**src/rtl/multdiv_ctrl.sv**
```systemverilog
// Multiply/divide sequencer for the execute stage: fixed-latency multiply,
// 32-cycle restoring divide with a sign-fix cycle, and HI/LO result registers.
module multdiv_ctrl #(
  parameter int unsigned MUL_LATENCY = 3
) (
  input  logic        clk,
  input  logic        resetn,
  input  logic        valid,
  input  logic [1:0]  op,
  input  logic [31:0] a,
  input  logic [31:0] b,
  input  logic        flush,
  input  logic        advance,
  output logic        ok,
  output logic        busy,
  output logic [31:0] hi,
  output logic [31:0] lo
);

  typedef enum logic [2:0] {IDLE, MUL, DIV, FIX, DONE} state_t;

  localparam logic [4:0] MUL_LAST = 5'(MUL_LATENCY - 1);

  state_t      state;
  logic [4:0]  cnt;
  logic [31:0] a_q, b_q;
  logic        sgn_q;
  logic [31:0] quo, rem;

  logic [31:0] a_mag, b_mag;
  logic [32:0] shifted;
  logic        q_bit;
  logic [31:0] rem_nxt;
  logic [63:0] prod;
  logic [31:0] q_fix, r_fix;

  always_comb begin
    a_mag   = (!op[0] && a[31]) ? -a : a;
    b_mag   = (sgn_q && b_q[31]) ? -b_q : b_q;
    // Dividend bits shift out of the top of quo while quotient bits enter at the bottom.
    shifted = {rem, quo[31]};
    q_bit   = (shifted >= {1'b0, b_mag});
    rem_nxt = q_bit ? 32'(shifted - {1'b0, b_mag}) : shifted[31:0];
    prod    = {{32{sgn_q & a_q[31]}}, a_q} * {{32{sgn_q & b_q[31]}}, b_q};
    if (b_q == '0) begin
      q_fix = '1;
      r_fix = a_q;
    end else begin
      q_fix = (sgn_q && (a_q[31] ^ b_q[31])) ? -quo : quo;
      r_fix = (sgn_q && a_q[31]) ? -rem : rem;
    end
  end

  assign ok = (state == DONE) || ((state == IDLE) && !valid);

  always_ff @(posedge clk or negedge resetn) begin
    if (!resetn) begin
      state <= IDLE;
      cnt   <= '0;
      hi    <= '0;
      lo    <= '0;
      busy  <= 1'b0;
      a_q   <= '0;
      b_q   <= '0;
      sgn_q <= 1'b0;
      quo   <= '0;
      rem   <= '0;
    end else if (flush) begin
      state <= IDLE;
      cnt   <= '0;
      busy  <= 1'b0;
    end else begin
      case (state)
        IDLE: if (valid) begin
          a_q   <= a;
          b_q   <= b;
          sgn_q <= ~op[0];
          cnt   <= '0;
          quo   <= a_mag;
          rem   <= '0;
          busy  <= 1'b1;
          state <= op[1] ? DIV : MUL;
        end
        MUL: if (cnt == MUL_LAST) begin
          {hi, lo} <= prod;
          busy     <= 1'b0;
          state    <= DONE;
        end else begin
          cnt <= cnt + 5'd1;
        end
        DIV: begin
          rem <= rem_nxt;
          quo <= {quo[30:0], q_bit};
          if (cnt == 5'd31) state <= FIX;
          else              cnt   <= cnt + 5'd1;
        end
        FIX: begin
          lo    <= q_fix;
          hi    <= r_fix;
          busy  <= 1'b0;
          state <= DONE;
        end
        DONE: if (advance) state <= IDLE;
        default: state <= IDLE;
      endcase
    end
  end

endmodule

```
**config.mk**
```make
export PLATFORM = sky130hd
export DESIGN_NAME = multdiv_ctrl
export DESIGN_NICKNAME = d
export VERILOG_FILES = /design/src/rtl/multdiv_ctrl.sv
export SDC_FILE = /design/constraint.sdc
export NUM_CORES = 2
export LEC_CHECK = 0
export ABC_CLOCK_PERIOD_IN_PS = 22400
export BUFFER_PORTS_ARGS = -buffer_cell sky130_fd_sc_hd__buf_2
export CAP_MARGIN = 25
export CORE_UTILIZATION = 40
export DETAILED_ROUTE_END_ITERATION = 8
export GPL_TIMING_DRIVEN = 0
export SYNTH_ARGS = -nofsm -noshare
export SYNTH_HDL_FRONTEND = slang
export SYNTH_SLANG_ARGS = --single-unit
```
**constraint.sdc**
```tcl
create_clock -name clk -period 22.4 [get_ports clk]
set_input_delay 3.36 -clock clk [delete_from_list [all_inputs] [get_ports clk]]
set_output_delay 3.36 -clock clk [all_outputs]
set_load 0.1 [all_outputs]
```
==> results.json <==
{
  "clockBufferDepth": 3,
  "dieArea_sq_um": 129000,
  "cts_made_buffers": 22,
  "dp_hpwl_um": 170000,
  "synth_top_cell_area_share": 0.443,
  "hold_depth": 2,
  "cap_violations": 0,
  "cp_slowest_stage_delay_ns": 0.96,
  "portBuffers": 135,
  "finalHoldViolations": 0,
  "final_nets": 7356,
  "min_period_ns": 12.05,
  "fmax_mhz": 83.0,
  "cp-startpoint": "a_q[31]",
  "antenna_found_initial": 19,
  "status": "finished clean",
  "multi_input_area_sq_um": 40100,
  "avgSynthCellArea_sq_um": 8.90,
  "initial_core_util": 0.404,
  "min_path_type": "flop to flop",
  "worst_slew_pin_slew_ns": 1.26,
  "grt_overflow_total": 0,
  "synth_seq_cells": 202,
  "synthCells": 5716,
  "rsz0062_at_grt": "false",
  "holdCritStartpoint": "hi[0]",
  "reg2reg_to": "hi[25]",
  "holdPathEnd": "hi[0]",
  "grt_pass1_vias": 42572,
  "core_sq_um": 126000,
  "cp-end-kind": "flop",
  "n_fill_cell": 12713,
  "worstSetupStartpointType": "flop",
  "ant_nets": 0,
  "hold_buffers": 0,
  "clockRootBuffer": "clkbuf_16",
  "r2r_setup_slack_ns": 10.35,
  "area_delta_synth_final_pct": 7.90,
  "required_ns": 22.84,
  "dr.pass1.iters": 6,
  "place_inst": 7525,
  "fin_crit_sh": 0.538,
  "r2r_cells": 30,
  "grt_pass1_wl_um": 293000,
  "synthArstFlopShare": 1.00,
  "post_cts_resized": 0,
  "syn_nets": 7165,
  "die_x_um": 359,
  "worst_ep_arrival_time_ns": 12.49,
  "die_y_um": 359,
  "htreeDepth": 1,
  "worstSetupPathType": "flop to flop",
  "drt_iter0_drc": 4386,
  "tritoncts": "built",
  "use_met3": 0.0847,
  "gp_congestion": 1.04,
  "synth_area_leader_cell": "fa_1",
  "max_slew_margin": 0.163,
  "yosys.cell_types.count": 64,
  "seq_area_frac_synth": 0.0994,
  "clk_latency_ns": 0.58,
  "cts_post_setup_buffers_inserted": 0,
  "drive_above_1_share": 0.0481,
  "grt_util_met1": 0.418,
  "track_usage": 0.319,
  "synth-warning-count": 0,
  "netlist_top_cells_area": "fa_1 44%, dfrtp_1 9.9%, inv_1 8.6%, nand2_1 6.8%, ha_1 6.2%",
  "syn_area_sq_um": 50800,
  "grtUsageMet2": 0.487,
  "io_pins": 137,
  "routed_wl_um": 202000,
  "synth_edf_count": 0,
  "slowest_stage": "fa_1",
  "drv_slew": 0,
  "vias": 41847,
  "fp-row-count": 130,
  "final_cells": 7585,
  "rr_startpoint": "a_q[31]",
  "clk_pin_slew_ns": 0.07,
  "wl_per_cell_um": 26.6,
  "synth-main-ff-cell": "dfrtp_1",
  "grt_max_degree": 113,
  "worstPathMaxFanout": 10,
  "postLayoutCoreUtil": 0.436,
  "finalSetupTns_ns": 0,
  "setup_viol": 0,
  "grt_busiest_layer": "met2",
  "drc_errors": 0,
  "viasPerCell": 5.52,
  "regArea_sq_um": 5050,
  "crit_top_cell": "fa_1",
  "fin_skew_ns": 0.0438,
  "clock_sinks": 202
}
## logic make-up after synthesis
kind of cell               Yosys count  share of synthesized area
and+or+nand+nor                   1651                      0.149
buffers and inverters             1523                      0.113
AOI/OAI and AO/OA                  665                     0.0788
muxes                               81                     0.0174
adders and majority gates         1378                      0.505
DFF                                202                     0.0994
xor gates and xnor gates           216                     0.0372
## cells in the final DEF, fill, tap and decap left out, types with 19 or more instances in the layout
cell	n
inv_1	1164
buf_2	139
clkbuf_1	322
a21oi_1	189
mux2_2	60
a21o_1	57
fa_1	1125
nand2_1	924
and2_1	353
a211oi_1	27
dfrtp_1	202
xnor2_1	122
o31ai_1	19
o22ai_1	27
buf_1	34
mux2i_1	21
ha_1	252
xor2_1	94
nand3_1	31
clkbuf_16	22
nor2_1	159
nand2b_1	22
o21ai_0	217
and3_1	29
nor3_1	36
buf_8	30
## final cells by class
type	instances	share of cell area
diodes	14	0.000639
plain buffers	359	0.0247
clock buffers	28	0.0112
clock inverters	10	0.00235
inverters	1164	0.0796
multi-input cells	3991	0.730
flip-flops and latches	202	0.0921
well taps	1650	0.0376
repair buffers	167	0.0213
## metal layers
layer	share of wire	routed length, um
met1	0.39	78900
met2	0.44	88900
met3	0.11	21800
met4	0.059	12000
met5	0.000064	13
## cells in the mapped netlist, types with 27 or more instances
cell type	count
mux2_2	60
inv_1	1164
o21ai_0	217
nand2_1	924
a211oi_1	27
a21oi_1	189
buf_1	34
ha_1	252
a21o_1	57
xnor2_1	122
and3_1	29
nor3_1	36
fa_1	1126
nand3_1	31
and2_1	353
o22ai_1	27
nor2_1	159
clkbuf_1	320
dfrtp_1	202
xor2_1	94
## state kept, by name, summed over array words and instances (netlist names)
name,flops
a_q,32
b_q,32
busy,1
cnt,5
hi,32
lo,32
quo,32
rem,32
sgn_q,1
state,3
## critical path, delay by kind of cell, from the launching register on
| family | cells | cell delay (ns) |
|---|---|---|
| fa+ha+maj | 9 | 5.08 |
| buf+inv | 10 | 3.29 |
| simple gates | 6 | 1.55 |
| compound gates | 4 | 1.36 |
| flops | 1 | 0.37 |
| xor+xnor | 1 | 0.21 |
## how the worst max path moves through the flow
| stage | endpoint | slack (ns) |
|---|---|---|
| floorplan | ok | 13.51 |
| global placement | hi[25] | 10.50 |
| detailed placement | hi[25] | 10.43 |
| CTS | hi[25] | 10.38 |
| global route | hi[25] | 9.87 |
| finish | hi[25] | 10.35 |
## through the flow
stage / area (sq um) / hold WS [ns] / setup WS, ns
3_3_place_gp: 53600 / 0.461 / 10.50
5_1_grt: 54800 / 0.506 / 9.87
4_1_cts: 54700 / 0.480 / 10.38
6_report: 54900 / 0.468 / 10.35
2_1_floorplan: 50800 / 0.460 / 13.51
3_5_place_dp: 54000 / 0.466 / 10.43
Power is left out: the tool's default activity adds up to more than one toggle a clock period on the data nets, which glitch-free logic cannot reach.
